$ cat src/rtl/c_mod_counter_mc_pkg.sv
`default_nettype none
// ============================================================================
// Module      : c_mod_counter_mc_pkg
// Description : Shared range helpers and saturation-mode constants for the
//               modulo counter bank.
// Revision    : 1.0 - initial release
// ============================================================================
package c_mod_counter_mc_pkg;

    localparam int unsigned c_sat_mode_wrap = 0;
    localparam int unsigned c_sat_mode_sat  = 1;

    // Smallest r with (1 << r) >= v.
    function automatic int unsigned clogb(input longint unsigned v);
        int unsigned r;
        r = 0;
        for (int i = 0; i < 64; i++) begin
            if ((64'd1 << i) < v) begin
                r = i + 1;
            end
        end
        return r;
    endfunction

    // Number of leading bits (of w) that a and b share.
    function automatic int unsigned common_prefix_len(input longint unsigned a,
                                                      input longint unsigned b,
                                                      input int unsigned     w);
        int unsigned n;
        bit          same;
        n    = 0;
        same = 1'b1;
        for (int i = 63; i >= 0; i--) begin
            if (i < int'(w) && same) begin
                if (a[i] == b[i]) begin
                    n = n + 1;
                end else begin
                    same = 1'b0;
                end
            end
        end
        return n;
    endfunction

endpackage : c_mod_counter_mc_pkg
`default_nettype wire

$ cat src/rtl/c_mod_step.sv
`default_nettype none
// ============================================================================
// Module      : c_mod_step
// Description : Combinational next-state logic for one modulo counter channel.
// Revision    : 1.0 - initial release
// ============================================================================
module c_mod_step
    import c_mod_counter_mc_pkg::*;
#(
    parameter int unsigned width     = 4,
    parameter int unsigned min_value = 0,
    parameter int unsigned max_value = 15,
    parameter int unsigned sat_mode  = c_sat_mode_wrap
) (
    input  logic [width-1:0] i_count,
    input  logic             i_incr,
    input  logic             i_decr,
    input  logic             i_load,
    input  logic [width-1:0] i_load_data,
    output logic [width-1:0] o_next_count,
    output logic             o_wrap,
    output logic             o_load_err
);

    localparam logic [width-1:0] c_min = width'(min_value);
    localparam logic [width-1:0] c_max = width'(max_value);

    logic w_lo_ok;
    logic w_hi_ok;

    // Bounds that coincide with the natural limits of the word need no compare.
    generate
        if (min_value == 0) begin : g_lo_free
            assign w_lo_ok = 1'b1;
        end else begin : g_lo_chk
            assign w_lo_ok = (i_load_data >= c_min);
        end
        if (64'(max_value) == ((64'd1 << width) - 64'd1)) begin : g_hi_free
            assign w_hi_ok = 1'b1;
        end else begin : g_hi_chk
            assign w_hi_ok = (i_load_data <= c_max);
        end
    endgenerate

    always_comb begin
        o_next_count = i_count;
        o_wrap       = 1'b0;
        o_load_err   = 1'b0;
        if (i_load) begin
            if (w_lo_ok && w_hi_ok) begin
                o_next_count = i_load_data;
            end else begin
                o_next_count = c_min;
                o_load_err   = 1'b1;
            end
        end else if (i_incr && !i_decr) begin
            if (i_count == c_max) begin
                o_wrap = 1'b1;
                if (sat_mode == c_sat_mode_wrap) begin
                    o_next_count = c_min;
                end
            end else begin
                o_next_count = i_count + width'(1);
            end
        end else if (i_decr && !i_incr) begin
            if (i_count == c_min) begin
                o_wrap = 1'b1;
                if (sat_mode == c_sat_mode_wrap) begin
                    o_next_count = c_max;
                end
            end else begin
                o_next_count = i_count - width'(1);
            end
        end
    end

endmodule : c_mod_step
`default_nettype wire

$ cat src/rtl/c_mod_counter_mc.sv
`default_nettype none
// ============================================================================
// Module      : c_mod_counter_mc
// Description : Bank of independent registered modulo counters with
//               wrap/saturate, parallel load and boundary flags.
// Revision    : 1.0 - initial release
// ============================================================================
module c_mod_counter_mc
    import c_mod_counter_mc_pkg::*;
#(
    parameter int unsigned num_channels = 4,
    parameter int unsigned width        = 4,
    parameter int unsigned min_value    = 0,
    parameter int unsigned max_value    = (1 << width) - 1,
    parameter int unsigned reset_value  = min_value,
    parameter int unsigned sat_mode     = c_sat_mode_wrap
) (
    input  logic                          clk,
    input  logic                          reset,
    input  logic [num_channels-1:0]       load,
    input  logic [num_channels*width-1:0] load_data,
    input  logic [num_channels-1:0]       incr,
    input  logic [num_channels-1:0]       decr,
    output logic [num_channels*width-1:0] count,
    output logic [num_channels-1:0]       at_min,
    output logic [num_channels-1:0]       at_max,
    output logic [num_channels-1:0]       wrapped,
    output logic [num_channels-1:0]       load_err
);

    localparam logic [width-1:0] c_min = width'(min_value);
    localparam logic [width-1:0] c_max = width'(max_value);
    localparam logic [width-1:0] c_rst = width'(reset_value);

    generate
        if (width < 1) begin : g_err_width
            $error("c_mod_counter_mc: width must be at least 1");
        end
        if (max_value < min_value) begin : g_err_order
            $error("c_mod_counter_mc: max_value below min_value");
        end
        if (clogb(64'(max_value) + 64'd1) > width) begin : g_err_fit
            $error("c_mod_counter_mc: max_value does not fit in width bits");
        end
        if (reset_value < min_value || reset_value > max_value) begin : g_err_reset
            $error("c_mod_counter_mc: reset_value outside [min_value,max_value]");
        end
        if (sat_mode != c_sat_mode_wrap && sat_mode != c_sat_mode_sat) begin : g_err_mode
            $error("c_mod_counter_mc: unsupported sat_mode");
        end
    endgenerate

    logic [num_channels-1:0][width-1:0] r_count;
    logic [num_channels-1:0]            r_at_min;
    logic [num_channels-1:0]            r_at_max;
    logic [num_channels-1:0]            r_wrapped;
    logic [num_channels-1:0]            r_load_err;

    logic [num_channels-1:0][width-1:0] w_next;
    logic [num_channels-1:0]            w_wrap;
    logic [num_channels-1:0]            w_load_err;

    generate
        for (genvar c = 0; c < num_channels; c++) begin : g_ch
            c_mod_step #(
                .width     (width),
                .min_value (min_value),
                .max_value (max_value),
                .sat_mode  (sat_mode)
            ) u_step (
                .i_count      (r_count[c]),
                .i_incr       (incr[c]),
                .i_decr       (decr[c]),
                .i_load       (load[c]),
                .i_load_data  (load_data[c*width +: width]),
                .o_next_count (w_next[c]),
                .o_wrap       (w_wrap[c]),
                .o_load_err   (w_load_err[c])
            );
        end
    endgenerate

    // Flags are registered from the next count so they align with count.
    always_ff @(posedge clk or posedge reset) begin
        if (reset) begin
            r_count    <= {num_channels{c_rst}};
            r_at_min   <= {num_channels{c_rst == c_min}};
            r_at_max   <= {num_channels{c_rst == c_max}};
            r_wrapped  <= '0;
            r_load_err <= '0;
        end else begin
            r_count    <= w_next;
            r_wrapped  <= w_wrap;
            r_load_err <= w_load_err;
            for (int c = 0; c < int'(num_channels); c++) begin
                r_at_min[c] <= (w_next[c] == c_min);
                r_at_max[c] <= (w_next[c] == c_max);
            end
        end
    end

    assign count    = r_count;
    assign at_min   = r_at_min;
    assign at_max   = r_at_max;
    assign wrapped  = r_wrapped;
    assign load_err = r_load_err;

endmodule : c_mod_counter_mc
`default_nettype wire

$ cat config.mk
export PLATFORM = sky130hd
export DESIGN_NAME = c_mod_counter_mc
export DESIGN_NICKNAME = d
export VERILOG_FILES = /design/src/rtl/c_mod_counter_mc_pkg.sv /design/src/rtl/c_mod_step.sv /design/src/rtl/c_mod_counter_mc.sv
export SDC_FILE = /design/constraint.sdc
export NUM_CORES = 1
export LEC_CHECK = 0
export CORE_ASPECT_RATIO = 0.7
export CORE_MARGIN = 2
export CORE_UTILIZATION = 48
export CTS_BUF_LIST = sky130_fd_sc_hd__clkbuf_4 sky130_fd_sc_hd__clkbuf_8
export DETAILED_ROUTE_END_ITERATION = 6
export PLACE_DENSITY_LB_ADDON = 0.12
export SLEW_MARGIN = 20
export SYNTH_ARGS = -nofsm -noshare
export SYNTH_HDL_FRONTEND = slang
export SYNTH_SLANG_ARGS = --single-unit
$ cat constraint.sdc
create_clock -name clk -period 2 [get_ports clk]
set_clock_uncertainty 0.05 [all_clocks]
set_input_delay 0.3 -clock clk [delete_from_list [all_inputs] [get_ports clk]]
set_output_delay 0.3 -clock clk [all_outputs]
set_load 0.03 [all_outputs]
* Yosys cells after proc, flatten, opt, wreduce, memory -nomap -nowiden
Cells that the tools add are included.
Word-level totals: flip-flop bits (word level) 28, output and inout bits 32
Cells by class: $add $sub $neg 8, reductions and logical operators 24, multiplexer cells 40, eq/ne operators 8
Operators by type and width (count):
- two-way mux 4 bit | 20
- equality test 4 bit, second input constant | 8
- zero test 4 bit | 8
- two-way mux 1 bit | 20
- adder 4 x 1 -> 4 bit, second input constant | 4
- subtractor 4 x 1 -> 4 bit, second input constant | 4
- logical AND 1 bit | 8
- zero test 1 bit | 8

* Depth between registers and ports, before layout
Gate-level depths: netlist of run 1.
word-level depth 6, mapped depth 7

* Cells and area by module
Synthesis of run 1 repeated with hierarchy kept, for this count alone.
Second synthesis, totals: cell total of the unflattened synthesis 213, area total of the unflattened synthesis 2025.7 µm²
Modules (own cells, without submodules):
- c_mod_step | area an instance 281.5 µm², seq. area each 0.0 µm², cells an instance 43, instances 4
- c_mod_counter_mc | area an instance 899.6 µm², seq. area each 805.8 µm², cells an instance 41, instances 1

* Worst setup path after synthesis of run 1
OpenSTA, ideal clock, no wires.
kind register to register, start point register r_count, in the netlist count[12], end point register r_at_max[3] (netlist: at_max[3]), cell stages (with the launch flop) 8, setup time 120 ps, clock period less this slack 1960 ps, setup slack 40 ps, data arrival time 1790 ps, cell sequence dfrtp_1 > inv_1 > ha_1 > o21bai_1 > a31oi_1 > o32ai_1 > mux2_2 > and4_1
On the way: word-level cells in the longest chain between the ends 6
Ends and longest elaborated chain:
- from (decl) | line c_mod_counter_mc.sv:53 | logic [num_channels-1:0][width-1:0] r_count;
- from (signal assigned) | line c_mod_counter_mc.sv:86 | r_count <= {num_channels{c_rst}};
- from (signal assigned) | line c_mod_counter_mc.sv:92 | r_count <= w_next;
- subtractor 4 x 1 -> 4 bit or zero test 4 bit (tied branches) | line c_mod_step.sv:72, c_mod_step.sv:66
- two-way mux 4 bit | line c_mod_step.sv:66 | if (i_count == c_min) begin
- two-way mux 4 bit | line c_mod_step.sv:65 | end else if (i_decr && !i_incr) begin
- two-way mux 4 bit (*) | line c_mod_step.sv:56 | end else if (i_incr && !i_decr) begin
- two-way mux 4 bit (*) | line c_mod_step.sv:49 | if (i_load) begin
- named net g_ch[3].u_step.o_next_count[3] | line c_mod_step.sv:20 | output logic [width-1:0] o_next_count,
- equality test 4 bit (*) | line c_mod_counter_mc.sv:97 | r_at_max[c] <= (w_next[c] == c_max);
- to (signal assigned) | line c_mod_counter_mc.sv:88 | r_at_max <= {num_channels{c_rst == c_max}};
- to (signal, indexed assignment) | line c_mod_counter_mc.sv:97
- to (decl) | line c_mod_counter_mc.sv:55 | logic [num_channels-1:0] r_at_max;
Mark *: on every way through the listed nets, which the timed path passes. The rest lies on a longest branch.

* Worst setup path after layout of run 1
start point register r_count, in the netlist count[11], end point output count[11]
RTL lines:
- to (decl) | line c_mod_counter_mc.sv:24 | output logic [num_channels*width-1:0] count,
No word-level cell between the ends.

==> results of run 1 <==
cells in the mapped netlist (all sizes together), types with 2 or more instances:
cell type	n
ha	8
nand3	10
nor3b	2
inv	17
mux2i	7
nand4	4
nor2b	7
buf	8
clkbuf	2
nand3b	3
a22oi	2
o32ai	2
a21boi	3
o31ai	2
a21oi	9
a211oi	2
o21a	2
nor2	9
mux2	2
xnor2	5
xor2	2
and2b	3
or3	3
nor3	3
a31oi	9
o21ai	13
nand2	16
and4	3
dfstp	4
nor4	4
o21bai	2
dfrtp	24
a21o	2
through the flow:
step	utilization [%]	hold slack [ns]	power, mW	instances
after CTS	67.0	0.344	1.73	317
after global placement	65.6	0.600	1.38	313
final	67.0	0.332	1.71	317
after detailed placement	65.6	0.592	1.39	313
after floorplan	-	0.312	1.13	208
after global routing	67.0	0.379	1.82	317
cell type report:
class | count | area, um^2 | share of cell area, %
Multi-Input combinational cell | 153 | 1070 | 41.7
Timing Repair Buffer | 63 | 616 | 23.9
Sequential cell | 28 | 706 | 27.4
Tap cell | 52 | 65.1 | 2.52
Clock buffer | 4 | 55.1 | 2.13
Inverter | 17 | 63.8 | 2.47
routing by layer:
layer | wire length, um | vias up | global-route usage (%)
met4 | 8 | 0 | 3.69
met5 | 0 | - | 0
met3 | 266 | 2 | 4.66
met1 | 2060 | 792 | 28.8
met2 | 1770 | 60 | 27.8
li1 | - | 860 | -
power by group through the flow:
stage	registers (mW)	clock network, mW	logic [mW]
CTS	0.707	0.350	0.672
detailed placement	0.717	0	0.669
finish	0.708	0.334	0.670
floorplan	0.810	0	0.322
global route	0.718	0.372	0.729
global placement	0.718	0	0.663
placed cells by master (no fill, tap or decap), types with 2 or more instances in the layout:
cell              n
clkdlybuf4s50_1  57
dfrtp_1          24
inv_1            17
nand2_1          16
nand3_1          10
nor2_1            9
a21oi_1           9
a31oi_1           9
ha_1              8
mux2i_1           7
o21ai_0           6
buf_4             6
xnor2_1           5
o21ai_1           5
nand4_1           4
conb_1            4
dfstp_2           4
clkbuf_8          4
nor2b_2           3
nand3b_1          3
nor2b_1           3
or3_1             3
nor4_1            3
nor3_1            3
and4_1            3
and2b_1           2
a22oi_2           2
o21ai_2           2
o32ai_1           2
mux2_2            2
nor3b_1           2
o31ai_1           2
a21o_1            2
a211oi_1          2
o21a_1            2
a21boi_0          2
o21bai_1          2
xor2_1            2
registers in the layout, summed over array words and instances, names as in the netlist:
name	count
at_max	4
count	16
at_min	4
wrapped	4
logic make-up (layout without fill, tap and decap cells):
group,Yosys count,in the layout
flip-flops,28,28
buffers and inverters,27,84
other,1,4
multiplexers,9,9
XOR/XNOR,7,7
AND/OR/NAND/NOR,71,71
adder cells (fa/ha/maj),8,8
AO/OA/AOI/OAI,54,54
worst reg2reg max path, stage by stage, from the launching register on:
cell     delay, ns
dfrtp_1       0.49
inv_1         0.11
ha_1          0.31
mux2i_1       0.19
a31oi_1       0.11
a21o_1        0.19
nor4_1        0.27
final timing paths:
kind / startpoint / end / slack [ns] / cells after the start
min in group clk: load_data[7] / count[7] / 0.53 / 3
worst max register to register: count[5] / at_min[1] / 0.19 / 6
worst min register to register: count[6] / wrapped[1] / 0.61 / 2
worst min-delay path: reset / wrapped[0] / 0.33 / 3
worst max-delay path: count[11] / count[11] / 0.14 / 1
max in group asynchronous: reset / at_min[2] / 1.26 / 3
==> out/results.ini, run 1 <==
[run_status]
status=completed

[synthesis]
synth_area_leader_cell=dfrtp_1
synthFlopType=dfrtp_1
yosys.area_share.simple_pct=22.0
yosys_warnings=0
synthCells=205
avgSynthCellArea_um2=9.23
synth.distinct_cells=52
syn_area_um2=1890
synth_edf_count=0
synth.area.top_cells=dfrtp_1, dfstp_2, ha_1
synthArstFlopShare_pct=100
synth_mux_area_share_pct=4.89
synthAdderAreaFrac_pct=5.29
synth_seq_cells=28
synth_top_area_share_pct=31.7
synth_xor_area_share_pct=3.24
synth_top_family_by_area=simple AND/OR/NAND/NOR gates
synth_compound_area_share_pct=20.6
synth_seq_area_share_pct=37.3

[worst_setup_path]
criticalPathCategory=register to output port
cp-start-kind=register
slowest_delay_ns=0.73
cpMaxStageDelayCell=clkdlybuf4s50_1
path_cells=clkdlybuf4s50_1
crit_path_max_fanout=9
required_ns=1.65
crit_buf_inv=1
crit_arrival_ns=1.51
cp-end-kind=output port
crit_family=buffers and inverters

[clock_network]
post_cts_buffers=0
clock_sinks=28
cts-root-buf=clkbuf_8
clk_latency_ns=0.27
cts_tree=yes
cts_max_path_buffers=2
htreeDepth=1
cts_buffers=3
path_clk_slew_ns=0.09
cts-resized-gates=0
holdBufCountCts=0

[layout]
syn2layout_area_growth_pct=36.3
design_area_um2=2580
drive_gt1_share_pct=11.3
fill_cells=337
antennaDiodeCount=0
fin_nets=304

[power]
p_int_mw=1.11
powerDensity_nw_per_um2=663
seqPwrFrac_pct=41.3
peakVddDrop_uv=538
leakagePower_nw=1.08
clkPwrFrac_pct=19.5
sw_frac_of_total_pct=35.3
switchingPower_mw=0.604
combPwrFrac_pct=39.1

[drt]
routed_wl_mm=4.11
drc=0
firstDrtPassIters=4
post_drt_via_cell_ratio=5.41
vias=1714
first_iter_violations=89
wl_per_cell_um=12.9
ant_nets=0

[placement]
dp_slack_ns=-0.0539
gp_congestion=0.895
hpwl_mm=3.24
numPortBuffers=57
placed_cell_area_um2=2520

[min_path]
min-delay-path-class=primary input to async pin

[die]
die_x_um=79.1
io_pins=62
fp.dieH_um=56.5
start_util_pct=49.2
placementRows=19
die-area_um2=4470
coreArea_um2=3850

[sta]
hold_viol=0
postLayoutSetupSlackWorst_ns=0.145
fmax_mhz=539
finalCriticalPeriod_ns=1.86
setup_viol=0
rsz0062_at_grt=false
period_share_pct=92.8
finalSetupTns_ns=0
slew_violations=0

[grt]
antenna_found_initial=0
overflow=0
grt_pass1_wl_mm=6.93
grt_use_total_pct=19.1
grt_max_degree=29
grt_pass1_vias=1555

[flow_run]
cap_violations=0

Power figures use the tool's default switching activity.
==> inputs of run 2 (changes only) <==
--- a/config.mk
+++ b/config.mk
@@ -5,12 +5,14 @@
 export SDC_FILE = /design/constraint.sdc
 export NUM_CORES = 1
 export LEC_CHECK = 0
+export ABC_AREA = 0
 export CORE_ASPECT_RATIO = 0.7
 export CORE_MARGIN = 2
 export CORE_UTILIZATION = 48
 export CTS_BUF_LIST = sky130_fd_sc_hd__clkbuf_4 sky130_fd_sc_hd__clkbuf_8
 export DETAILED_ROUTE_END_ITERATION = 6
 export PLACE_DENSITY_LB_ADDON = 0.12
+export SKIP_CTS_REPAIR_TIMING = 1
 export SLEW_MARGIN = 20
 export SYNTH_ARGS = -nofsm -noshare
 export SYNTH_HDL_FRONTEND = slang
==> results of run 2 <==
Same layout as run 1: the final DEF is identical, and so are final timing and power.
